===== src/rtl/alu_result_stage.sv =====
// ALU result stage: selects the function-unit result and queues {result, zero, overflow, illegal} in a 2-entry FIFO.
// Optional macro ALU_OVERFLOW_DETECT_EN enables signed overflow detection for ADD/SUB and overflow-corrected SLT.
module alu_result_stage #(
  parameter int WIDTH = 32
) (
  input  logic             clock,
  input  logic             reset,
  input  logic [WIDTH-1:0] a,
  input  logic [WIDTH-1:0] b,
  input  logic [WIDTH-1:0] and_circ,
  input  logic [WIDTH-1:0] or_circ,
  input  logic [WIDTH-1:0] add_circ,
  input  logic [WIDTH-1:0] sub_circ,
  input  logic [2:0]       alu_ctrl,
  input  logic             in_valid,
  output logic             in_ready,
  output logic             out_valid,
  input  logic             out_ready,
  output logic [WIDTH-1:0] alu_out,
  output logic             zero,
  output logic             overflow,
  output logic             illegal
);

  localparam int MSB = WIDTH - 1;

  logic [WIDTH-1:0] selResult;
  logic             selZero;
  logic             selIllegal;
  logic             sltBit;

  logic [WIDTH-1:0] resultMem [2];
  logic [1:0]       zeroMem;
  logic [1:0]       illegalMem;
  logic [1:0]       countReg;
  logic             wrPtrReg;
  logic             rdPtrReg;
  logic             push;
  logic             pop;

`ifdef ALU_OVERFLOW_DETECT_EN
  logic       addOvf;
  logic       subOvf;
  logic       selOvf;
  logic [1:0] ovfMem;

  assign addOvf = (a[MSB] == b[MSB]) && (add_circ[MSB] != a[MSB]);
  assign subOvf = (a[MSB] != b[MSB]) && (sub_circ[MSB] != a[MSB]);
  assign selOvf = ((alu_ctrl == 3'b010) && addOvf) || ((alu_ctrl == 3'b110) && subOvf);
  // SLT must reflect the true signed comparison even when the subtraction wraps.
  assign sltBit = sub_circ[MSB] ^ subOvf;
`else
  logic unusedOperands;

  assign unusedOperands = ^{a, b};
  assign sltBit         = sub_circ[MSB];
`endif

  always_comb begin
    selResult  = '0;
    selIllegal = 1'b0;
    case (alu_ctrl)
      3'b000:  selResult = and_circ;
      3'b001:  selResult = or_circ;
      3'b010:  selResult = add_circ;
      3'b110:  selResult = sub_circ;
      3'b111:  selResult = {{(WIDTH-1){1'b0}}, sltBit};
      default: selIllegal = 1'b1;
    endcase
  end

  assign selZero = (selResult == '0);

  // Handshake uses only registered occupancy, so in_ready never sees out_ready.
  assign in_ready  = (countReg != 2'd2);
  assign out_valid = (countReg != 2'd0);
  assign push      = in_valid && in_ready;
  assign pop       = out_valid && out_ready;

  always_ff @(posedge clock or posedge reset) begin
    if (reset) begin
      for (int i = 0; i < 2; i++) resultMem[i] <= '0;
      zeroMem    <= '0;
      illegalMem <= '0;
    end else if (push) begin
      resultMem[wrPtrReg]  <= selResult;
      zeroMem[wrPtrReg]    <= selZero;
      illegalMem[wrPtrReg] <= selIllegal;
    end
  end

`ifdef ALU_OVERFLOW_DETECT_EN
  always_ff @(posedge clock or posedge reset) begin
    if (reset)     ovfMem <= '0;
    else if (push) ovfMem[wrPtrReg] <= selOvf;
  end
`endif

  always_ff @(posedge clock or posedge reset) begin
    if (reset) begin
      countReg <= 2'd0;
      wrPtrReg <= 1'b0;
      rdPtrReg <= 1'b0;
    end else begin
      if (push) wrPtrReg <= wrPtrReg + 1'b1;
      if (pop)  rdPtrReg <= rdPtrReg + 1'b1;
      case ({push, pop})
        2'b10:   countReg <= countReg + 2'd1;
        2'b01:   countReg <= countReg - 2'd1;
        default: countReg <= countReg;
      endcase
    end
  end

  // Head entry is gated by out_valid so the fields read zero whenever the queue is empty.
  assign alu_out = out_valid ? resultMem[rdPtrReg] : '0;
  assign zero    = out_valid & zeroMem[rdPtrReg];
  assign illegal = out_valid & illegalMem[rdPtrReg];
`ifdef ALU_OVERFLOW_DETECT_EN
  assign overflow = out_valid & ovfMem[rdPtrReg];
`else
  assign overflow = 1'b0;
`endif

endmodule


===== config.mk =====
export PLATFORM = sky130hd
export DESIGN_NAME = alu_result_stage
export DESIGN_NICKNAME = d
export VERILOG_FILES = /design/src/rtl/alu_result_stage.sv
export SDC_FILE = /design/constraint.sdc
export NUM_CORES = 1
export LEC_CHECK = 0
export ABC_AREA = 0
export CORE_MARGIN = 3
export CORE_UTILIZATION = 37
export CTS_BUF_LIST = sky130_fd_sc_hd__clkbuf_4
export DETAILED_ROUTE_END_ITERATION = 6
export GPL_ROUTABILITY_DRIVEN = 0
export PLACE_DENSITY_LB_ADDON = 0.2
export SYNTH_ARGS = -nofsm -noshare
export SYNTH_HDL_FRONTEND = slang
export SYNTH_SLANG_ARGS = --single-unit

===== constraint.sdc =====
create_clock -name clock -period 2.1 [get_ports clock]
set_input_delay 0.42 -clock clock [delete_from_list [all_inputs] [get_ports clock]]
set_output_delay 0.42 -clock clock [all_outputs]
set_load 0.005 [all_outputs]

==> flow_summary.rst <==
.. list-table::
   :header-rows: 1

   * - Metric
     - Value
   * - Run status
     - complete, but fails checks
   * - Violations in the final reports
     - negative setup slack
   * - Final core utilization
     - 62.20%
   * - Headroom to the max-slew limit
     - approximately two thirds
   * - Post-route worst setup slack
     - -0.05828 ns
   * - # DRC
     - 0
   * - Clock insertion delay at the later pin of the skew report
     - 0.43 ns
   * - Length of the first detailed-routing pass in iterations
     - 5
   * - Flops & latches, synth
     - 72
   * - Final #Nets
     - 939
   * - Crit share post-route
     - 102.8%
   * - CTS Buf Count
     - 9
   * - Antenna viol nets, final
     - 0
   * - RSZ-0062 raised after global routing
     - true
   * - Count of routing violations after the opening detailed-route iteration
     - ~220
   * - Hold buffers post-CTS
     - 0
   * - Peak fanout along the critical path
     - 2
   * - CP required
     - 2.44 ns
   * - Maximum capacitance violations
     - 0
   * - Effective utilization at floorplan
     - between 30% and 40%
   * - Path class of the lowest-slack min-delay path
     - primary input to register
   * - Total routed wirelength
     - 16420 um
   * - Measured slew at the worst slew-check pin
     - 0.5128 ns
   * - Area of the core
     - 11610 um2
   * - Total half-perimeter wirelength after legalization and detailed placement
     - ~13000 um
   * - Total track usage
     - 24.31%
   * - Routed vias/inst
     - 5.266
   * - Unique masters post-synth
     - 55
   * - Number of antenna violations at the first check in global routing
     - 1
   * - Cell with the largest stage delay on the worst path
     - or4_4
   * - Clk slew on worst S/H paths
     - 0.13 ns
   * - Fin Setup TNS
     - -0.05828 ns
   * - Kind of critical path
     - primary input to register
   * - Number of rows created at floorplan
     - 39
   * - Most used flip-flop cell after synthesis
     - dfrtp_1
   * - Total power density per cell area
     - 1048 nW/um2
   * - Max stage delay on crit path
     - 0.54 ns
   * - Fraction of final layout cells sized beyond drive strength 1
     - about a quarter
   * - Synth async-reset ratio
     - between 90% and 100%
   * - Worst Setup End Kind
     - register
   * - Wire length of the first global-routing pass
     - around 25000 um
   * - Clock H-tree levels
     - 3
   * - Max Freq
     - approximately 460 MHz
   * - Height of the chip
     - 115.9 um
   * - Warnings, synthesis
     - 0
   * - Pin count of the biggest net entering global routing
     - between 70 and 80
   * - Gate count of the mapped netlist
     - 496
   * - Max Clock Skew
     - 0.01102 ns
   * - EDFF count, synth
     - 0
   * - Synthesized area per cell
     - 9.011 um2
   * - Vias in the first global route
     - 4843
   * - Crit path cell chain
     - buf_6 > or4_4 > o31a_1 > nor4b_4 > nand4_1 > or4_4 > o41ai_4
   * - Max IR drop VDD
     - 457.0 uV
   * - Arrival time at the worst endpoint
     - 2.50 ns
   * - Number of standard cells in the final layout excluding fillers
     - slightly below 900
   * - Sequential element share of the synthesized area
     - 40.31%
   * - Area contributors post-synth
     - dfrtp_1 40%, mux2i_1 16%, nor2_1 6.6%
   * - Startpoint class of the critical path
     - primary input
   * - TritonCTS clock tree
     - done
   * - Combined buffer and inverter count along the critical path
     - 1
   * - Global route total overflow
     - 0
   * - Placed insts
     - 847
   * - Synth-to-Final Area Change
     - 61.62%
   * - Final max-slew violation count
     - 0
   * - Library cell appearing most often on the critical path
     - or4_4
   * - Dominant delay contributor by cell family on the critical path
     - simple AND/OR/NAND/NOR gates
   * - Number of setup violations in the final report
     - 1
   * - Post-Place Worst Slack
     - -0.8807 ns
   * - Post-Synthesis Cell Area
     - 4469 um2
   * - Master cell of the clock root buffer
     - clkbuf_4
   * - Top cell type's share of synthesized area
     - 40.31%
   * - Synthesized net count
     - between 600 and 700
   * - Buffer levels on the longest clock path
     - 2
   * - Via total after detailed routing
     - 4676
   * - Count of port buffers added during placement
     - 170
   * - Final period demand of the worst path
     - between 2 and 2.5 ns
   * - Die width
     - ~120 um
   * - Library cell occupying the most area in the post-synthesis netlist
     - dfrtp_1
   * - Clock sink count
     - between 70 and 80
   * - Overall die area
     - 13430 um2
   * - Hold Violations, Final
     - 0
   * - Leakage
     - about 3.3 nW
   * - IO Count
     - 236
   * - Wirelength per Cell
     - between 15 and 20 um
==> final timing paths <==
check	to	depth (start not counted)	slack (ns)	startpoint
min in group asynchronous	resultMem[52]$_DFFE_PP0P_	3	0.43	reset
min reg2reg	resultMem[1]$_DFFE_PP0P_	2	0.49	resultMem[1]$_DFFE_PP0P_
max	zeroMem[0]$_DFFE_PP0P_	7	-0.06	sub_circ[23]
max reg2reg	countReg[1]$_DFFE_PP0P_	8	0.29	countReg[0]$_DFFE_PP0P_
min	resultMem[51]$_DFFE_PP0P_	3	0.39	sub_circ[19]
max in group asynchronous	rdPtrReg$_DFFE_PP0P_	3	1.34	reset
==> worst reg2reg max path, cell delays in order (launching register included) <==
cell,delay (ns)
dfrtp_2,0.46
nor2_4,0.14
buf_6,0.13
buf_8,0.13
inv_1,0.05
and2_1,0.18
ha_1,0.32
nor2_1,0.16
xor2_1,0.16
==> power breakdown <==
| group | leakage, nW | switching [mW] | internal [mW] |
|---|---|---|---|
| clock network | 0.0801 | 0.529 | 0.490 |
| registers | 0.888 | 0.399 | 2.01 |
| logic | 2.35 | 1.96 | 2.18 |
| total | 3.32 | 2.89 | 4.68 |
==> layout by cell type, fill, tap and decap left out, types with 3 or more instances in the layout <==
master and instances:
or4_4 3, a211oi_1 4, a22oi_1 4, clkbuf_4 11
a21oi_1 51, dlygate4sd2_1 13, buf_8 3, mux2i_2 7
mux2i_1 61, buf_2 7, nor4_1 4, clkdlybuf4s15_1 5
a2bb2oi_1 4, o22ai_1 3, buf_4 86, nor2_2 3
buf_6 7, o21ai_0 42, nor2b_1 12, a31oi_1 3
o22a_2 4, xnor2_1 3, o22a_1 8, clkdlybuf4s50_1 123
inv_1 4, buf_12 9, dfrtp_1 70, clkbuf_2 16
clkinvlp_4 3, nor2_1 74, nand2_1 35, mux2_2 7
==> state kept, by name (all words and copies together), names as in the netlist <==
name	cells
resultMem	64
zeroMem	2
rdPtrReg	1
illegalMem	2
wrPtrReg	1
countReg	2
==> cell families after synthesis <==
kind of cell	share of synthesized area [%]
mux	17.44
other cells	0.08391
flops	40.31
compound gates	19.37
fa+ha+maj	0.2799
simple gates	16.10
xor+xnor	0.9800
buf+inv	5.431
==> cells in the mapped netlist, drive strengths merged, types with 3 or more instances <==
master and n:
a2bb2oi 4, mux2i 70, xnor2 3, buf 10
o21ai 42, nor2b 12, clkbuf 32, or4 3
a21oi 51, nand2 35, nor4 4, a22o 3
mux2 7, nor4b 4, o22a 12, o22ai 3
a22oi 4, a211oi 4, a31oi 3, inv 5
nor2 79, dfrtp 72
==> metrics by stage <==
stage	hold WS, ns	area [um2]	power (mW)
final	0.3870	7223	7.570
after global routing	0.3787	7223	8.113
after CTS	0.3366	7157	7.473
after detailed placement	0.4696	6842	6.323
after global placement	0.4610	6842	6.176
after floorplan	0.4483	4477	4.240
==> metal layers <==
layer	track usage (%)	wire (um)	vias to the layer above
met5	0	0	-
met4	8.275	393	0
met3	6.841	1106	28
met2	40.81	8166	174
met1	30.12	6754	2219
li1	-	-	2255
==> layout make-up <==
class	count	area, um2
sequential	72	1804
timing repair buffer	274	2515
inverter	5	22.52
multi-input combinational	377	2541
fill	1029	4390
antenna	1	2.502
clock inverter	6	83.83
tap	143	178.9
clock buffer	10	75.07
==> timing repair <==
action	CTS	global route
pin swaps	12	6
gates resized for setup	97	55
gates cloned	2	0
hold endpoints to repair	0	0
buffers inserted	10	14
endpoints found under the setup margin	38	32
(Power assumes the default switching activity.)
